===== src/rtl/comma_word_aligner.sv =====
// comma_word_aligner: receive-side K28.5 word aligner feeding the 8b/10b decoder.
// Builds a 20-bit window from the last two deserializer words, searches all ten
// bit offsets for a comma, locks after LOCK_CNT commas at one offset and drops
// lock after UNLOCK_CNT commas seen only at other offsets.
// Optional feature macro: ALIGN_STATS_EN adds the relock_cnt statistics output.

// One search lane: flags a comma (either running disparity) in its candidate.
module comma_match_lane #(
  parameter logic [9:0] COMMA_N = 10'b0011111010,
  parameter logic [9:0] COMMA_P = 10'b1100000101
) (
  input  logic [9:0] cand,
  output logic       hit
);
  assign hit = (cand == COMMA_N) || (cand == COMMA_P);
endmodule

module comma_word_aligner #(
  parameter int         LOCK_CNT   = 3,
  parameter int         UNLOCK_CNT = 4,
  parameter logic [9:0] COMMA_N    = 10'b0011111010,
  parameter logic [9:0] COMMA_P    = 10'b1100000101
) (
  input  logic        clk,
  input  logic        rst,
  input  logic [9:0]  rx_word,
  input  logic        rx_valid,
  output logic [9:0]  aligned_word,
  output logic        aligned_valid,
  output logic        is_comma,
  output logic        locked,
  output logic [3:0]  offset
`ifdef ALIGN_STATS_EN
  ,
  output logic [15:0] relock_cnt
`endif
);

  localparam int NUM_OFS = 10;

  typedef enum logic [1:0] {
    HUNT   = 2'd0,
    VERIFY = 2'd1,
    LOCKED = 2'd2
  } state_t;

  state_t     state_q, state_d;
  logic [9:0] cur_q, cur_d;
  logic [3:0] offset_q, offset_d;
  logic [3:0] cnt_q, cnt_d;
  logic [3:0] err_q, err_d;
  logic [9:0] aligned_word_q, aligned_word_d;
  logic       aligned_valid_q, aligned_valid_d;
  logic       is_comma_q, is_comma_d;
`ifdef ALIGN_STATS_EN
  logic [15:0] relock_q, relock_d;
`endif

  // The window as it stands after this beat: the stored word becomes the
  // older half and the incoming word the newer half, so no separate prev
  // register is needed.
  logic [19:0]                      win;
  logic [NUM_OFS-1:0][9:0]          cand;
  logic [NUM_OFS-1:0]               match;
  logic                             any_hit;
  logic [3:0]                       first_k;
  logic                             hit_cur;
  logic [3:0]                       cnt_inc;
  logic [3:0]                       err_inc;
  logic                             unused_win_lsb;

  assign win = {cur_q, rx_word};

  // An offset of 10 would be offset 0 of the next beat, so the newest
  // word's lsb never needs to be looked at on its own.
  assign unused_win_lsb = win[0];

  // One lane per candidate bit offset; candidate k starts k bits into the window.
  for (genvar k = 0; k < NUM_OFS; k++) begin : g_lane
    assign cand[k] = win[19-k -: 10];
    comma_match_lane #(
      .COMMA_N (COMMA_N),
      .COMMA_P (COMMA_P)
    ) u_lane (
      .cand (cand[k]),
      .hit  (match[k])
    );
  end

  // Priority pick of the lowest matching offset.
  always_comb begin
    any_hit = |match;
    first_k = 4'd0;
    for (int k = NUM_OFS - 1; k >= 0; k--) begin
      if (match[k]) first_k = 4'(k);
    end
  end

  assign hit_cur = match[offset_q];
  assign cnt_inc = (cnt_q == 4'hF) ? cnt_q : cnt_q + 4'd1;
  assign err_inc = (err_q == 4'hF) ? err_q : err_q + 4'd1;

  // Next-state, counter and output computation; everything holds without rx_valid.
  always_comb begin
    state_d         = state_q;
    cur_d           = cur_q;
    offset_d        = offset_q;
    cnt_d           = cnt_q;
    err_d           = err_q;
    aligned_word_d  = aligned_word_q;
    aligned_valid_d = 1'b0;
    is_comma_d      = is_comma_q;
`ifdef ALIGN_STATS_EN
    relock_d        = relock_q;
`endif
    if (rx_valid) begin
      cur_d = rx_word;
      // Emission uses the state and offset in force before this beat, so the
      // beat that drops lock still delivers its old-offset symbol.
      if (state_q == LOCKED) begin
        aligned_word_d  = cand[offset_q];
        aligned_valid_d = 1'b1;
        is_comma_d      = hit_cur;
      end
      unique case (state_q)
        HUNT: begin
          if (any_hit) begin
            offset_d = first_k;
            cnt_d    = 4'd1;
            if (LOCK_CNT == 1) begin
              state_d = LOCKED;
              err_d   = 4'd0;
            end else begin
              state_d = VERIFY;
            end
          end
        end
        VERIFY: begin
          if (hit_cur) begin
            cnt_d = cnt_inc;
            if (cnt_inc >= 4'(LOCK_CNT)) begin
              state_d = LOCKED;
              err_d   = 4'd0;
            end
          end else if (any_hit) begin
            offset_d = first_k;
            cnt_d    = 4'd1;
          end
        end
        LOCKED: begin
          if (hit_cur) begin
            err_d = 4'd0;
          end else if (any_hit) begin
            err_d = err_inc;
            if (err_inc >= 4'(UNLOCK_CNT)) begin
              state_d = HUNT;
              cnt_d   = 4'd0;
              err_d   = 4'd0;
`ifdef ALIGN_STATS_EN
              if (relock_q != 16'hFFFF) relock_d = relock_q + 16'd1;
`endif
            end
          end
        end
        default: state_d = HUNT;
      endcase
    end
  end

  // FSM state, window, counters and registered outputs.
  always_ff @(posedge clk or posedge rst) begin
    if (rst) begin
      state_q         <= HUNT;
      cur_q           <= 10'd0;
      offset_q        <= 4'd0;
      cnt_q           <= 4'd0;
      err_q           <= 4'd0;
      aligned_word_q  <= 10'd0;
      aligned_valid_q <= 1'b0;
      is_comma_q      <= 1'b0;
`ifdef ALIGN_STATS_EN
      relock_q        <= 16'd0;
`endif
    end else begin
      state_q         <= state_d;
      cur_q           <= cur_d;
      offset_q        <= offset_d;
      cnt_q           <= cnt_d;
      err_q           <= err_d;
      aligned_word_q  <= aligned_word_d;
      aligned_valid_q <= aligned_valid_d;
      is_comma_q      <= is_comma_d;
`ifdef ALIGN_STATS_EN
      relock_q        <= relock_d;
`endif
    end
  end

  assign aligned_word  = aligned_word_q;
  assign aligned_valid = aligned_valid_q;
  assign is_comma      = is_comma_q;
  assign locked        = (state_q == LOCKED);
  assign offset        = offset_q;
`ifdef ALIGN_STATS_EN
  assign relock_cnt    = relock_q;
`endif

endmodule


===== config.mk =====
export PLATFORM = sky130hd
export DESIGN_NAME = comma_word_aligner
export DESIGN_NICKNAME = d
export VERILOG_FILES = /design/src/rtl/comma_word_aligner.sv
export SDC_FILE = /design/constraint.sdc
export NUM_CORES = 1
export LEC_CHECK = 0
export CORE_ASPECT_RATIO = 1.1
export CORE_MARGIN = 4
export CORE_UTILIZATION = 58
export CTS_CLUSTER_SIZE = 24
export DETAILED_ROUTE_END_ITERATION = 8
export PLACE_DENSITY_LB_ADDON = 0.25
export SLEW_MARGIN = 0
export SYNTH_ARGS = -nofsm -noshare
export SYNTH_HDL_FRONTEND = slang
export SYNTH_HIERARCHICAL = 1
export SYNTH_SLANG_ARGS = --single-unit

===== constraint.sdc =====
create_clock -name clk -period 3.5 [get_ports clk]
set_clock_uncertainty 0.15 [all_clocks]
set_input_delay 0.35 -clock clk [delete_from_list [all_inputs] [get_ports clk]]
set_output_delay 0.35 -clock clk [all_outputs]
set_load 0.02 [all_outputs]

==> flow_summary.rst <==
.. list-table::
   :header-rows: 1

   * - Metric
     - Value
   * - Placed cell area
     - 3794 sq um
   * - Total I/O pin count
     - 30
   * - Time the final worst path needs with I/O delays and setup
     - 3.333 ns
   * - Cell internal power dissipation
     - 943.8 uW
   * - Number of pins with negative max-slew slack in the final report
     - 0
   * - Post-cts hold buffer count
     - 0
   * - Die outline width
     - 77.73 um
   * - Clock root buffer
     - sky130_fd_sc_hd__clkbuf_8
   * - Proportion of synthesized chip area in sequential cells
     - 0.2904
   * - Worst-margin pin slew
     - 0.5712 ns
   * - Filler cell count in the final layout
     - 348
   * - Final hold viol count
     - 0
   * - Clk sink count
     - 36
   * - Number of distinct library cell variants in the gate-level netlist after synthesis
     - 51
   * - Slew margin rel.
     - 0.6192
   * - Reg power frac
     - 0.392
   * - Total CTS buffers
     - 5
   * - Total Wirelength
     - 8012 um
   * - Average cell area after synthesis
     - 9.847 sq um
   * - Post-detail-place hpwl
     - 5971 um
   * - Latest clock arrival within the worst-skew pair
     - 0.30 ns
   * - DRT antenna net count
     - 0
   * - Number of input and output port buffers inserted
     - 29
   * - Synthesis warning total
     - 6
   * - Sw frac
     - 0.3616
   * - Remaining design rule violation count
     - 0
   * - Async S/R FF share, synth
     - 1.000
   * - Category of the critical setup timing path
     - primary input to register
   * - Starting density of the core
     - 0.6080
   * - Fin cells
     - 459
   * - Detail-routed net length per standard cell
     - 17.46 um
   * - Total routing resource utilization after global routing
     - 0.2502
   * - Proportion of layout cells with a drive suffix above 1
     - 0.2687
   * - Outcome
     - finished, final reports clean
   * - Nets
     - 406
   * - GRT Residual Overflow
     - 0
   * - Type of origin of the critical path
     - primary input
   * - Net load switching power
     - 534.5 uW
   * - Final total negative setup slack
     - 0 ns
   * - Crit Path Max Fanout
     - 10
   * - CTS resizes
     - 0
   * - Vias in the first global route
     - 2,844
   * - Post-Layout Inst Area
     - 3879 sq um
   * - Die outline area
     - 6583 sq um
   * - CP Data Arrival Time
     - 3.37 ns
   * - Global placement routability congestion
     - 0.8902
   * - Buffer depth of the longest clock path
     - 2
   * - Synthesized Nets
     - 335
   * - Class of the worst hold path
     - primary input to async pin
   * - Final period utilization
     - 0.9524
   * - Number of register bits inferred by synthesis
     - 36
   * - TritonCTS clock tree
     - done
   * - Height of the die
     - 84.70 um
   * - Post-CTS setup repair buffer count
     - 0
   * - Number of max-cap violations
     - 0
   * - Antenna violations before repair
     - 0
   * - Comb pwr share
     - 0.408
   * - Maximum vdd drop
     - 407.0 uV
   * - DR vias
     - 2,927
   * - Most common cell after layout, fill and taps aside
     - sky130_fd_sc_hd__buf_4
   * - Core region area
     - 5101 sq um
   * - Row cnt
     - 27
   * - Final count of negative-setup-slack endpoints
     - 0
   * - Detailed router's first-iteration violation count
     - 143
   * - Mapped Area
     - 3102 sq um
   * - Layout area overhead
     - 25.05%
   * - Commonest cells after routing, fill and taps aside
     - 50 x sky130_fd_sc_hd__buf_4, 36 x sky130_fd_sc_hd__dfrtp_1, 29 x sky130_fd_sc_hd__clkdlybuf4s50_1, 26 x sky130_fd_sc_hd__mux2i_1, 24 x sky130_fd_sc_hd__mux2_2
   * - Element type at the critical path end
     - register
   * - Pwr Density
     - 381.1 nW/um^2
   * - RSZ-0062 raised after global routing
     - no
   * - H-tree levels
     - 2
   * - Post-Syn Instances
     - 315
   * - Predominant post-synthesis flop cell
     - sky130_fd_sc_hd__dfrtp_1
   * - Clock group share of total power
     - 0.200
   * - Count of placed standard cells including taps
     - 451
   * - Highest Clock Rate
     - 0.3000 GHz
   * - Clock-pin slew reported for the worst setup and hold paths after clock tree synthesis
     - 0.07 ns
   * - Number of enable-type register cells in the synthesized netlist
     - 0
   * - Data required time of the critical path
     - 3.53 ns
   * - Routed via count divided by cell count
     - 6.377
   * - Wire length of the first global-routing pass
     - 13,430 um
   * - Detailed-router iteration count before antenna repair
     - 4
   * - Total area of multi-input combinational cells
     - 2096 sq um
   * - LEAKAGE
     - 1.546 nW
   * - Antenna cells
     - 0
   * - Storage cell area
     - 900.9 sq um
   * - Largest net degree at the start of global routing
     - 37
## state kept, by name (all words and copies together), names as in the netlist
| name | count |
|---|---|
| state_q | 2 |
| cnt_q | 4 |
| err_q | 4 |
| offset | 4 |
| is_comma | 1 |
| aligned_valid | 1 |
| aligned_word | 10 |
| cur_q | 10 |
## final cells by class
cell class                      count  area share
Clock buffer                        7     0.01968
Clock inverter                      1    0.002258
Inverter                           11     0.01065
Multi-Input combinational cell    253      0.5403
Sequential cell                    36      0.2323
Tap cell                           72     0.02323
Timing Repair Buffer               79      0.1716
## synthesized netlist by cell type (all sizes together) (9+ instances only)
master / n / area [sq um]
dfrtp: 36 / 900.9
mux2: 27 / 304.0
mux2i: 26 / 260.3
nand2: 17 / 63.81
nor2: 17 / 63.81
a21oi: 13 / 65.06
inv: 11 / 41.29
nand4: 11 / 68.82
o41ai: 11 / 171.4
and4b: 10 / 112.6
nand4b: 10 / 87.58
nor4b: 10 / 87.58
o21ai: 10 / 50.05
or4b: 10 / 100.1
clkbuf: 9 / 33.78
## logic make-up (layout without fill, tap and decap cells)
kind of cell,count (synthesis),after routing,share of synthesized area
muxes,55,55,0.1964
buffers and inverters,26,98,0.03388
DFF,36,36,0.2904
and+or+nand+nor,118,118,0.2557
AOI/OAI and AO/OA,73,73,0.1952
adders and majority gates,7,7,0.02824
## through the flow
step | util | power [mW] | hold slack, ns | setup WS [ns]
after floorplan | - | 0.9152 | 0.3292 | 0.3621
after global placement | 0.7437 | 1.168 | 0.3150 | -0.03521
after detailed placement | 0.7437 | 1.183 | 0.3197 | -0.1122
after CTS | 0.7604 | 1.482 | 0.3198 | 0.2005
after global routing | 0.7604 | 1.573 | 0.3422 | 0.02638
final | 0.7604 | 1.478 | 0.3032 | 0.1666
## layer usage
| layer | track usage | wire length, um | vias to the layer above | part of all wire |
|---|---|---|---|---|
| li1 | - | - | 1396 | - |
| met1 | 0.3145 | 3441 | 1432 | 0.43 |
| met2 | 0.4245 | 4020 | 77 | 0.50 |
| met3 | 0.03970 | 336 | 22 | 0.042 |
| met4 | 0.1036 | 213 | 0 | 0.027 |
| met5 | 0 | 0 | - | 0 |
## power by group through the flow
stage	Sequential, mW	Combinational, mW	Clock [mW]
5_1_grt	0.591	0.659	0.323
3_5_place_dp	0.584	0.599	0
3_3_place_gp	0.579	0.589	0
6_report	0.579	0.604	0.295
4_1_cts	0.578	0.604	0.300
2_1_floorplan	0.653	0.262	0
## worst paths after layout
| kind | start | to | slack, ns | depth (start not counted) |
|---|---|---|---|---|
| max reg2reg | cur_q[0]$_DFFE_PP0P_ | state_q[0]$_DFFE_PP0P_ | 0.19 | 9 |
| max in group asynchronous | rst | offset[0]$_DFFE_PP0P_ | 2.58 | 3 |
| min in group clk | aligned_word[1]$_DFFE_PP0P_ | aligned_word[1]$_DFFE_PP0P_ | 0.33 | 2 |
| min | rst | err_q[0]$_DFFE_PP0P_ | 0.30 | 3 |
| min reg2reg | aligned_word[1]$_DFFE_PP0P_ | aligned_word[1]$_DFFE_PP0P_ | 0.33 | 2 |
| max | rx_word[9] | state_q[0]$_DFFE_PP0P_ | 0.17 | 11 |
## worst max-delay path, stage by stage
cell	delay, ns
sky130_fd_sc_hd__clkdlybuf4s50_1	0.55
sky130_fd_sc_hd__buf_4	0.23
sky130_fd_sc_hd__nor4b_1	0.14
sky130_fd_sc_hd__nand4_1	0.13
sky130_fd_sc_hd__o41ai_2	0.10
sky130_fd_sc_hd__mux4_2	0.46
sky130_fd_sc_hd__or2_1	0.23
sky130_fd_sc_hd__a22oi_1	0.17
sky130_fd_sc_hd__or3b_1	0.41
sky130_fd_sc_hd__a221oi_2	0.26
sky130_fd_sc_hd__mux2_1	0.34
Note: power is estimated with default switching activity, not from simulation.
